**src/rtl/bp_pkg.sv**
```systemverilog
// Shared definitions for the branch predictor: counter encodings, FSM states
// and the default table size.
package bp_pkg;

   localparam int unsigned BHT_ENTRIES_DEF = 64;

   localparam logic [1:0] SNT = 2'b00;
   localparam logic [1:0] WNT = 2'b01;
   localparam logic [1:0] WT  = 2'b10;
   localparam logic [1:0] ST  = 2'b11;

   typedef enum logic {
      IDLE    = 1'b0,
      PENDING = 1'b1
   } bp_state_e;

endpackage

```
**src/rtl/bp_sat_counter2.sv**
```systemverilog
// Next-state function of a 2-bit saturating taken/not-taken counter.
module bp_sat_counter2
   import bp_pkg::*;
(
   input  logic [1:0] cur,
   input  logic       taken,
   output logic [1:0] nxt
);

   always_comb begin
      nxt = cur;
      if (taken && (cur != ST)) begin
         nxt = cur + 2'd1;
      end else if (!taken && (cur != SNT)) begin
         nxt = cur - 2'd1;
      end
   end

endmodule

```
**src/rtl/branch_predict_ctrl.sv**
```systemverilog
// Bimodal branch predictor with EX-stage training and a held, handshaked
// PC redirect for misprediction recovery.
module branch_predict_ctrl
   import bp_pkg::*;
#(
   parameter int unsigned XLEN        = 64,
   parameter int unsigned BHT_ENTRIES = BHT_ENTRIES_DEF,
   parameter int unsigned IDX_W       = $clog2(BHT_ENTRIES)
) (
   input  logic            clk,
   input  logic            reset,
   input  logic            id_valid,
   input  logic            id_is_branch,
   input  logic [XLEN-1:0] id_pc,
   output logic            id_pred_taken,
   input  logic            ex_valid,
   input  logic            ex_is_branch,
   input  logic [XLEN-1:0] ex_pc,
   input  logic            ex_pred_taken,
   input  logic            ex_taken,
   input  logic [XLEN-1:0] ex_target,
   output logic            ex_flush,
   output logic            redirect_valid,
   input  logic            redirect_ready,
   output logic [XLEN-1:0] redirect_pc,
   input  logic            perf_clr,
   output logic [31:0]     br_count,
   output logic [31:0]     mispred_count
);

   bp_state_e       state_q, state_d;
   logic [1:0]      bht_q [BHT_ENTRIES];
   logic [1:0]      bht_d [BHT_ENTRIES];
   logic [XLEN-1:0] redirect_pc_q, redirect_pc_d;
   logic [31:0]     br_count_q, br_count_d;
   logic [31:0]     mispred_count_q, mispred_count_d;

   logic [IDX_W-1:0] id_idx, ex_idx;
   logic [1:0]       ex_cnt_nxt;
   logic             res, mis;
   logic             unused_pc_bits;

   assign id_idx = id_pc[IDX_W+1:2];
   assign ex_idx = ex_pc[IDX_W+1:2];
   assign unused_pc_bits = ^{id_pc[XLEN-1:IDX_W+2], id_pc[1:0]};

   // Reads the registered table only, so a same-cycle update is not bypassed.
   assign id_pred_taken = id_valid & id_is_branch & bht_q[id_idx][1];

   assign res = ex_valid & ex_is_branch & (state_q == IDLE);
   assign mis = res & (ex_taken != ex_pred_taken);

   assign ex_flush       = mis | (state_q == PENDING);
   assign redirect_valid = (state_q == PENDING);
   assign redirect_pc    = redirect_pc_q;
   assign br_count       = br_count_q;
   assign mispred_count  = mispred_count_q;

   bp_sat_counter2 u_sat (
      .cur   (bht_q[ex_idx]),
      .taken (ex_taken),
      .nxt   (ex_cnt_nxt)
   );

   always_comb begin
      bht_d = bht_q;
      if (res) begin
         bht_d[ex_idx] = ex_cnt_nxt;
      end
   end

   always_comb begin
      state_d       = state_q;
      redirect_pc_d = redirect_pc_q;
      case (state_q)
         IDLE: begin
            if (mis) begin
               state_d       = PENDING;
               redirect_pc_d = ex_taken ? ex_target : (ex_pc + XLEN'(4));
            end
         end
         PENDING: begin
            if (redirect_ready) begin
               state_d = IDLE;
            end
         end
         default: state_d = IDLE;
      endcase
   end

   // Clear wins over a same-cycle increment; both counters stick at all-ones.
   always_comb begin
      br_count_d      = br_count_q;
      mispred_count_d = mispred_count_q;
      if (perf_clr) begin
         br_count_d      = '0;
         mispred_count_d = '0;
      end else begin
         if (res && (br_count_q != '1)) begin
            br_count_d = br_count_q + 32'd1;
         end
         if (mis && (mispred_count_q != '1)) begin
            mispred_count_d = mispred_count_q + 32'd1;
         end
      end
   end

   always_ff @(posedge clk) begin
      if (reset) begin
         state_q         <= IDLE;
         redirect_pc_q   <= '0;
         br_count_q      <= '0;
         mispred_count_q <= '0;
         for (int unsigned i = 0; i < BHT_ENTRIES; i++) begin
            bht_q[i] <= WNT;
         end
      end else begin
         state_q         <= state_d;
         redirect_pc_q   <= redirect_pc_d;
         br_count_q      <= br_count_d;
         mispred_count_q <= mispred_count_d;
         bht_q           <= bht_d;
      end
   end

endmodule

```
**config.mk**
```make
export PLATFORM = sky130hd
export DESIGN_NAME = branch_predict_ctrl
export DESIGN_NICKNAME = d
export VERILOG_FILES = /design/src/rtl/bp_pkg.sv /design/src/rtl/bp_sat_counter2.sv /design/src/rtl/branch_predict_ctrl.sv
export SDC_FILE = /design/constraint.sdc
export NUM_CORES = 1
export LEC_CHECK = 0
export ABC_AREA = 0
export CORE_MARGIN = 4
export CORE_UTILIZATION = 29
export CTS_BUF_LIST = sky130_fd_sc_hd__clkbuf_4 sky130_fd_sc_hd__clkbuf_8 sky130_fd_sc_hd__clkbuf_16
export DETAILED_ROUTE_END_ITERATION = 8
export GPL_ROUTABILITY_DRIVEN = 0
export SYNTH_ARGS = -nofsm -noshare
export SYNTH_HDL_FRONTEND = slang
export SYNTH_SLANG_ARGS = --single-unit
```
**constraint.sdc**
```tcl
create_clock -name clk -period 10.45 [get_ports clk]
set_input_delay 2.09 -clock clk [delete_from_list [all_inputs] [get_ports clk]]
set_output_delay 2.09 -clock clk [all_outputs]
set_load 0.01 [all_outputs]
```
==> reports/qor.log, run 1 <==
INFO  run_status     outcome=complete, no violations
INFO  route          detail-route-antenna-nets=0
INFO  timing         skew=0.0115ns
INFO  final_layout   postLayoutCellArea=0.0188sqmm
INFO  cts            cts-root-to-sink-buffers=3
INFO  timing         final-setup-viol-count=0
INFO  synthesis      yosysTopAreaCell=sky130_fd_sc_hd__dfxtp_1
INFO  timing         final_max_slew_viol_count=0
INFO  critical_path  critPathRequiredTime=8.36ns
INFO  synthesis      ys_async_sr_fraction=0
INFO  cts            clkSlewWorstSetupHoldPaths=0.06ns
INFO  timing         report.final.hold_viol_count=0
INFO  flow_run       max_cap_viol_count=0
INFO  global_routing antenna_found_initial=0
INFO  critical_path  worst-endpoint-arrival=5.44ns
INFO  place          port_buffers=274
INFO  floorplan      ioPinCount=333
INFO  cts            tritoncts=yes
INFO  final_layout   final_layout_size_suffix_gt1_frac=0.0962
INFO  cts            cts-buffers-inserted=31
INFO  synthesis      synth-main-ff-cell=sky130_fd_sc_hd__dfxtp_1
INFO  place          placed_cell_area=0.0177sqmm
INFO  critical_path  crit-reg2reg-capture=bht_q[23]
INFO  pwr            vdd_ir_drop_max=108uV
INFO  global_routing grt_max_degree=87
INFO  critical_path  r2r_cells=12
INFO  timing         least_setup_slack_across_all_paths_after_layout=2.92ns
INFO  synthesis      post_synth_main_area_contributors=sky130_fd_sc_hd__dfxtp_1 35%, sky130_fd_sc_hd__nand3_1 8.2%, sky130_fd_sc_hd__nand2_1 5.8%
INFO  timing         worst_hold_slack=0.452ns
INFO  route          overall_via_count_from_detail_route=14700
INFO  hold_path      timing.hold.worst.class=flip-flop to flip-flop
INFO  global_routing grt_pass1_wl=81400microns
INFO  synthesis      netlist.area_leader.share=0.354
INFO  floorplan      die_area=0.0537sqmm
INFO  floorplan      core.rowCount=81
INFO  final_layout   final_util=0.382
INFO  route          remaining_drc_errors=0
INFO  route          avgRoutedWirePerCell=19.3microns
INFO  hold_path      whs_path_depth=2
INFO  timing         timing.max_slew.rel_slack=0.172
INFO  synthesis      synth_seq_area_share=0.354
INFO  floorplan      core=0.0493sqmm
INFO  place          dp_hpwl=35500microns
INFO  floorplan      floorplan.die.width=232microns
INFO  global_routing global_route.usage.total=0.185
INFO  timing         clock.fmax=133MHz
INFO  cts            clkSinkCount=257
INFO  timing         final_cycle_utilization_of_the_critical_path=0.721
INFO  cts            ctsRootBufferMaster=sky130_fd_sc_hd__clkbuf_16
INFO  pwr            pwr_density_cell=137mW/mm^2
INFO  synthesis      syn_inst=1825
INFO  timing         rsz0062_at_grt=false
INFO  route          vias_per_cell=5.41
INFO  cts            cts_hold_repair.buffers=0
INFO  synthesis      avgSynthCellArea=7.96squm
INFO  timing         max_slew.worst_pin.slew=1.24ns
INFO  critical_path  regToRegStartpoint=bht_q[56]
INFO  pwr            total_leakage_power=6.00nW
INFO  cts            insertion_delay=0.57ns
INFO  cts            cts_htree_levels=1
INFO  synthesis      synth_enable_flop_cells=0
INFO  synthesis      netlist_area=0.0145sqmm
INFO  critical_path  endpoint_kind=output pin
INFO  global_routing first_global_vias=14200
INFO  critical_path  critPathLaunchType=primary input
INFO  timing         setup-tns-final=0ns
INFO  place          place_worst_setup_slack=2.98ns
INFO  synthesis      seq_cells_post_synth=257
INFO  floorplan      start_util=0.295
INFO  final_layout   num_antenna_cells=0
INFO  critical_path  regToRegSetupSlack=6.45ns
INFO  route          routed_wl=52300microns
INFO  timing         post-route-min-period=7.53ns
INFO  final_layout   synthToLayoutAreaGrowth=29.6%
INFO  synthesis      synth-warning-count=0
INFO  hold_path      holdPathEnd=redirect_pc[8]
INFO  global_routing gr-total-overflow=0
INFO  cts            postCtsSetupBuffers=0
INFO  synthesis      synthesized_net_count=2032
INFO  hold_path      min-delay-start=redirect_pc[8]
INFO  final_layout   nNetsFinal=2230
INFO  critical_path  crit_fanout=16
INFO  critical_path  critical_path_class=primary input to output pin
INFO  cts            post_cts_resize_count=0
INFO  route          detail_route.iter0.violations=1369
INFO  synthesis      ys_types=80
INFO  floorplan      chipHeight=232microns
INFO  final_layout   fill_cells=5038
INFO  route          drt_first_pass_iters=5
==> flip-flops by register name, summed over array words and instances, names as in the netlist <==
name	flops
redirect_pc	64
br_count	32
redirect_valid	1
mispred_count	32
bht_q	128
==> stage by stage <==
stage,instances,power (mW)
5_1_grt,2711,2.68
3_3_place_gp,2654,1.37
4_1_cts,2711,2.62
6_report,2711,2.59
3_5_place_dp,2654,1.38
2_1_floorplan,1825,1.23
==> layer usage <==
| layer | up-vias | global-route usage | share of wire |
|---|---|---|---|
| met1 | 6959 | 0.244 | 0.42 |
| met3 | 118 | 0.0334 | 0.088 |
| li1 | 6952 | - | - |
| met5 | - | 0 | 0 |
| met2 | 648 | 0.304 | 0.46 |
| met4 | 0 | 0.0628 | 0.034 |
==> worst max path at each step <==
stage,from,to,slack [ns],cells after the start
final,id_pc[3],id_pred_taken,2.92,6
after global routing,id_pc[3],id_pred_taken,2.92,6
after CTS,id_pc[3],id_pred_taken,2.97,6
after detailed placement,id_pc[3],id_pred_taken,2.98,6
after global placement,id_pc[3],id_pred_taken,3.03,6
after floorplan,id_pc[2],id_pred_taken,3.91,6
==> where the power goes <==
| part | total (mW) | switching [mW] | leakage, nW | internal, mW |
|---|---|---|---|---|
| Combinational | 0.359 | 0.237 | 3.35 | 0.122 |
| Sequential | 0.999 | 0.00681 | 2.08 | 0.993 |
| Clock | 1.23 | 0.446 | 0.579 | 0.781 |
| Total | 2.59 | 0.690 | 6.00 | 1.90 |
==> kinds of logic after synthesis <==
group,Yosys count,share of synthesized area
DFF,257,0.354
AOI/OAI and AO/OA,380,0.170
and+or+nand+nor,843,0.279
xor gates and xnor gates,113,0.0694
adders and majority gates,5,0.00431
muxes,62,0.0690
buffers and inverters,165,0.0534
==> cells in the mapped netlist, drive strengths merged (2+ instances only) <==
cell type,count
mux2i,18
a21oi,124
nor4,18
mux4,27
a22oi,10
nor4b,4
and3,19
and4,9
clkbuf,83
nor2b,6
dfxtp,257
or4b,2
o22ai,10
or2,7
nand2,227
o311ai,36
ha,5
a211oi,4
or3,11
a41oi,2
nand3,240
nor3b,5
o21ai,124
a21o,4
a221oi,19
nor3,45
o2111ai,2
a31oi,13
nand2b,7
nand4,33
o2bb2ai,3
xnor2,58
o21a,10
xor2,55
inv,34
buf,48
mux2,17
and2,10
o211ai,7
or4,2
and2b,2
a221o,3
and3b,2
nor2,191
==> placed cells by master (no fill, tap or decap), types with 38 or more instances in the layout <==
| cell | instances |
|---|---|
| sky130_fd_sc_hd__nor2_1 | 189 |
| sky130_fd_sc_hd__clkdlybuf4s50_1 | 270 |
| sky130_fd_sc_hd__nand3_1 | 239 |
| sky130_fd_sc_hd__a21oi_1 | 124 |
| sky130_fd_sc_hd__o21ai_2 | 38 |
| sky130_fd_sc_hd__nand2_1 | 225 |
| sky130_fd_sc_hd__dfxtp_1 | 257 |
| sky130_fd_sc_hd__xnor2_1 | 58 |
| sky130_fd_sc_hd__xor2_1 | 54 |
| sky130_fd_sc_hd__o21ai_0 | 72 |
==> area by class of cell <==
| class | instances | area, sq um | area share |
|---|---|---|---|
| multi-input combinational | 1403 | 8660 | 0.460 |
| sequential | 257 | 5140 | 0.273 |
| timing repair buffer | 296 | 2890 | 0.154 |
| clock buffer | 42 | 915 | 0.0486 |
| tap | 664 | 831 | 0.0441 |
| clock inverter | 15 | 259 | 0.0138 |
| inverter | 34 | 128 | 0.00678 |
==> critical path: stages <==
cell and delay (ns):
sky130_fd_sc_hd__clkdlybuf4s50_1 1.16, sky130_fd_sc_hd__mux4_2 0.44, sky130_fd_sc_hd__mux4_2 0.53, sky130_fd_sc_hd__mux4_2 0.52, sky130_fd_sc_hd__and3_1 0.20, sky130_fd_sc_hd__clkdlybuf4s50_1 0.47
(Power assumes the default switching activity.)
==> inputs of run 2 (changes only) <==
clock period = 7.3 ns   (was 10.45 ns; I/O delays follow)
==> run 2 against run 1 <==
Global-route usage is 0.12 points lower; critical endpoint unchanged; setup slack got worse by 1.7 ns; flip-flop and latch count is the same; critical path type unchanged.
==> reports/qor.log, run 2 (synthesized netlist as in run 1, its figures left out) <==
INFO  place          port_buffers=274
INFO  flow_run       max_cap_viol_count=0
INFO  cts            ctsRootBufferMaster=sky130_fd_sc_hd__clkbuf_16
INFO  timing         final_max_slew_viol_count=0
INFO  route          avgRoutedWirePerCell=19.3microns
INFO  cts            postCtsSetupBuffers=0
INFO  cts            cts-root-to-sink-buffers=3
INFO  cts            cts-buffers-inserted=31
INFO  final_layout   layout.cells.most_common_list=270 x sky130_fd_sc_hd__clkdlybuf4s50_1, 257 x sky130_fd_sc_hd__dfxtp_1, 239 x sky130_fd_sc_hd__nand3_1
INFO  final_layout   largest_register_ffs=128
INFO  critical_path  critical_path_class=primary input to output pin
INFO  cts            cts_htree_levels=1
INFO  critical_path  worst-endpoint-arrival=4.61ns
INFO  final_layout   final_layout_size_suffix_gt1_frac=0.0993
INFO  critical_path  critical_path.slowest_cell=sky130_fd_sc_hd__mux4_2
INFO  run_status     outcome=complete, no violations
INFO  critical_path  critPathLaunchType=primary input
INFO  floorplan      core=0.0493sqmm
INFO  final_layout   postLayoutCellArea=0.0188sqmm
INFO  route          detail_route.iter0.violations=1330
INFO  critical_path  endpoint_kind=output pin
INFO  timing         final-setup-viol-count=0
INFO  final_layout   register_containing_the_most_flip_flops_in_the_final_layout=bht_q
INFO  hold_path      timing.hold.worst.class=flip-flop to flip-flop
INFO  cts            tritoncts=yes
INFO  route          detail-route-antenna-nets=0
INFO  critical_path  crit_fanout=16
INFO  floorplan      die_area=0.0537sqmm
INFO  floorplan      start_util=0.295
INFO  cts            insertion_delay=0.58ns
INFO  floorplan      ioPinCount=333
INFO  route          overall_via_count_from_detail_route=14700
INFO  final_layout   synthToLayoutAreaGrowth=29.3%
INFO  floorplan      core.rowCount=81
INFO  cts            clkSlewWorstSetupHoldPaths=0.06ns
INFO  final_layout   most_frequent_standard_cell_in_the_layout_excluding_fill_and_tap_cells=sky130_fd_sc_hd__clkdlybuf4s50_1
INFO  cts            cts_hold_repair.buffers=0
INFO  route          routed_wl=52400microns
INFO  global_routing global_route.usage.total=0.183
INFO  timing         skew=0.0171ns
INFO  cts            post_cts_resize_count=0
INFO  timing         clock.fmax=165MHz
INFO  global_routing antenna_found_initial=1
INFO  global_routing grt_max_degree=91
INFO  critical_path  timing.critical_path.slowest_cell_delay=0.61ns
INFO  place          dp_hpwl=36200microns
INFO  place          placed_cell_area=0.0177sqmm
INFO  timing         max_slew.worst_pin.slew=1.32ns
INFO  cts            clkSinkCount=257
INFO  pwr            pwr_density_cell=187mW/mm^2
INFO  global_routing gr-total-overflow=0
INFO  pwr            vdd_ir_drop_max=121uV
INFO  final_layout   final_util=0.381
INFO  timing         final_cycle_utilization_of_the_critical_path=0.832
INFO  floorplan      chipHeight=232microns
INFO  global_routing first_global_vias=14000
INFO  timing         post-route-min-period=6.07ns
INFO  global_routing grt_pass1_wl=80400microns
INFO  final_layout   num_antenna_cells=0
INFO  final_layout   nNetsFinal=2237
INFO  timing         report.final.hold_viol_count=0
INFO  timing         timing.max_slew.rel_slack=0.118
INFO  route          vias_per_cell=5.41
INFO  floorplan      floorplan.die.width=232microns
INFO  timing         setup-tns-final=0ns
INFO  route          drt_first_pass_iters=6
INFO  pwr            total_leakage_power=6.00nW
INFO  pwr            power_total=3.52mW
INFO  critical_path  critPathRequiredTime=5.84ns
INFO  timing         rsz0062_at_grt=false
INFO  critical_path  dominant_cell_type_by_count_on_the_critical_path=sky130_fd_sc_hd__mux4_2
INFO  route          remaining_drc_errors=0
INFO  critical_path  worstPathCellList=clkdlybuf4s50_1 -> buf_4 -> mux4_2 -> mux4_2 -> mux4_2 -> and3_1 -> clkdlybuf4s50_1
INFO  timing         worst_hold_slack=0.448ns
==> run 2: critical path, delay by kind of cell <==
family        cells  cell delay, ns
buf+inv           3            1.28
mux               3            1.64
simple gates      1            0.21
==> run 2: final timing paths <==
kind / startpoint / endpoint / slack (ns) / cells past startpoint
max: id_pc[2] / id_pred_taken / 1.23 / 7
min: redirect_pc[13] / redirect_pc[13] / 0.45 / 2
max reg2reg: bht_q[76] / bht_q[9] / 3.22 / 12
min reg2reg: redirect_pc[13] / redirect_pc[13] / 0.45 / 2
==> run 2: final cells by class <==
type / count / area, sq um
fillers: 5026 / 30500
multi-input cells: 1403 / 8660
flip-flops and latches: 257 / 5140
repair buffers: 303 / 2980
clock buffers: 45 / 937
well taps: 664 / 831
inverters: 34 / 128
clock inverters: 12 / 98.8
==> run 2: metal layers <==
metal | up-vias | GRT usage | share of wire
li1 | 6995 | - | -
met1 | 6971 | 0.239 | 0.41
met2 | 627 | 0.301 | 0.46
met3 | 103 | 0.0433 | 0.094
met4 | 0 | 0.0575 | 0.030
met5 | - | 0 | 0
==> run 2: power by group <==
group | switching [mW] | total (mW) | leakage, nW | internal, mW
sequential | 0.0103 | 1.43 | 2.08 | 1.42
combinational | 0.343 | 0.528 | 3.40 | 0.185
clock | 0.635 | 1.56 | 0.525 | 0.923
total | 0.988 | 3.52 | 6.00 | 2.53
==> run 2: per-stage QoR <==
| stage | instances | setup slack [ns] |
|---|---|---|
| floorplan | 1825 | 2.02 |
| global placement | 2661 | 1.00 |
| detailed placement | 2661 | 0.939 |
| CTS | 2718 | 1.23 |
| global route | 2718 | 1.15 |
| finish | 2718 | 1.23 |
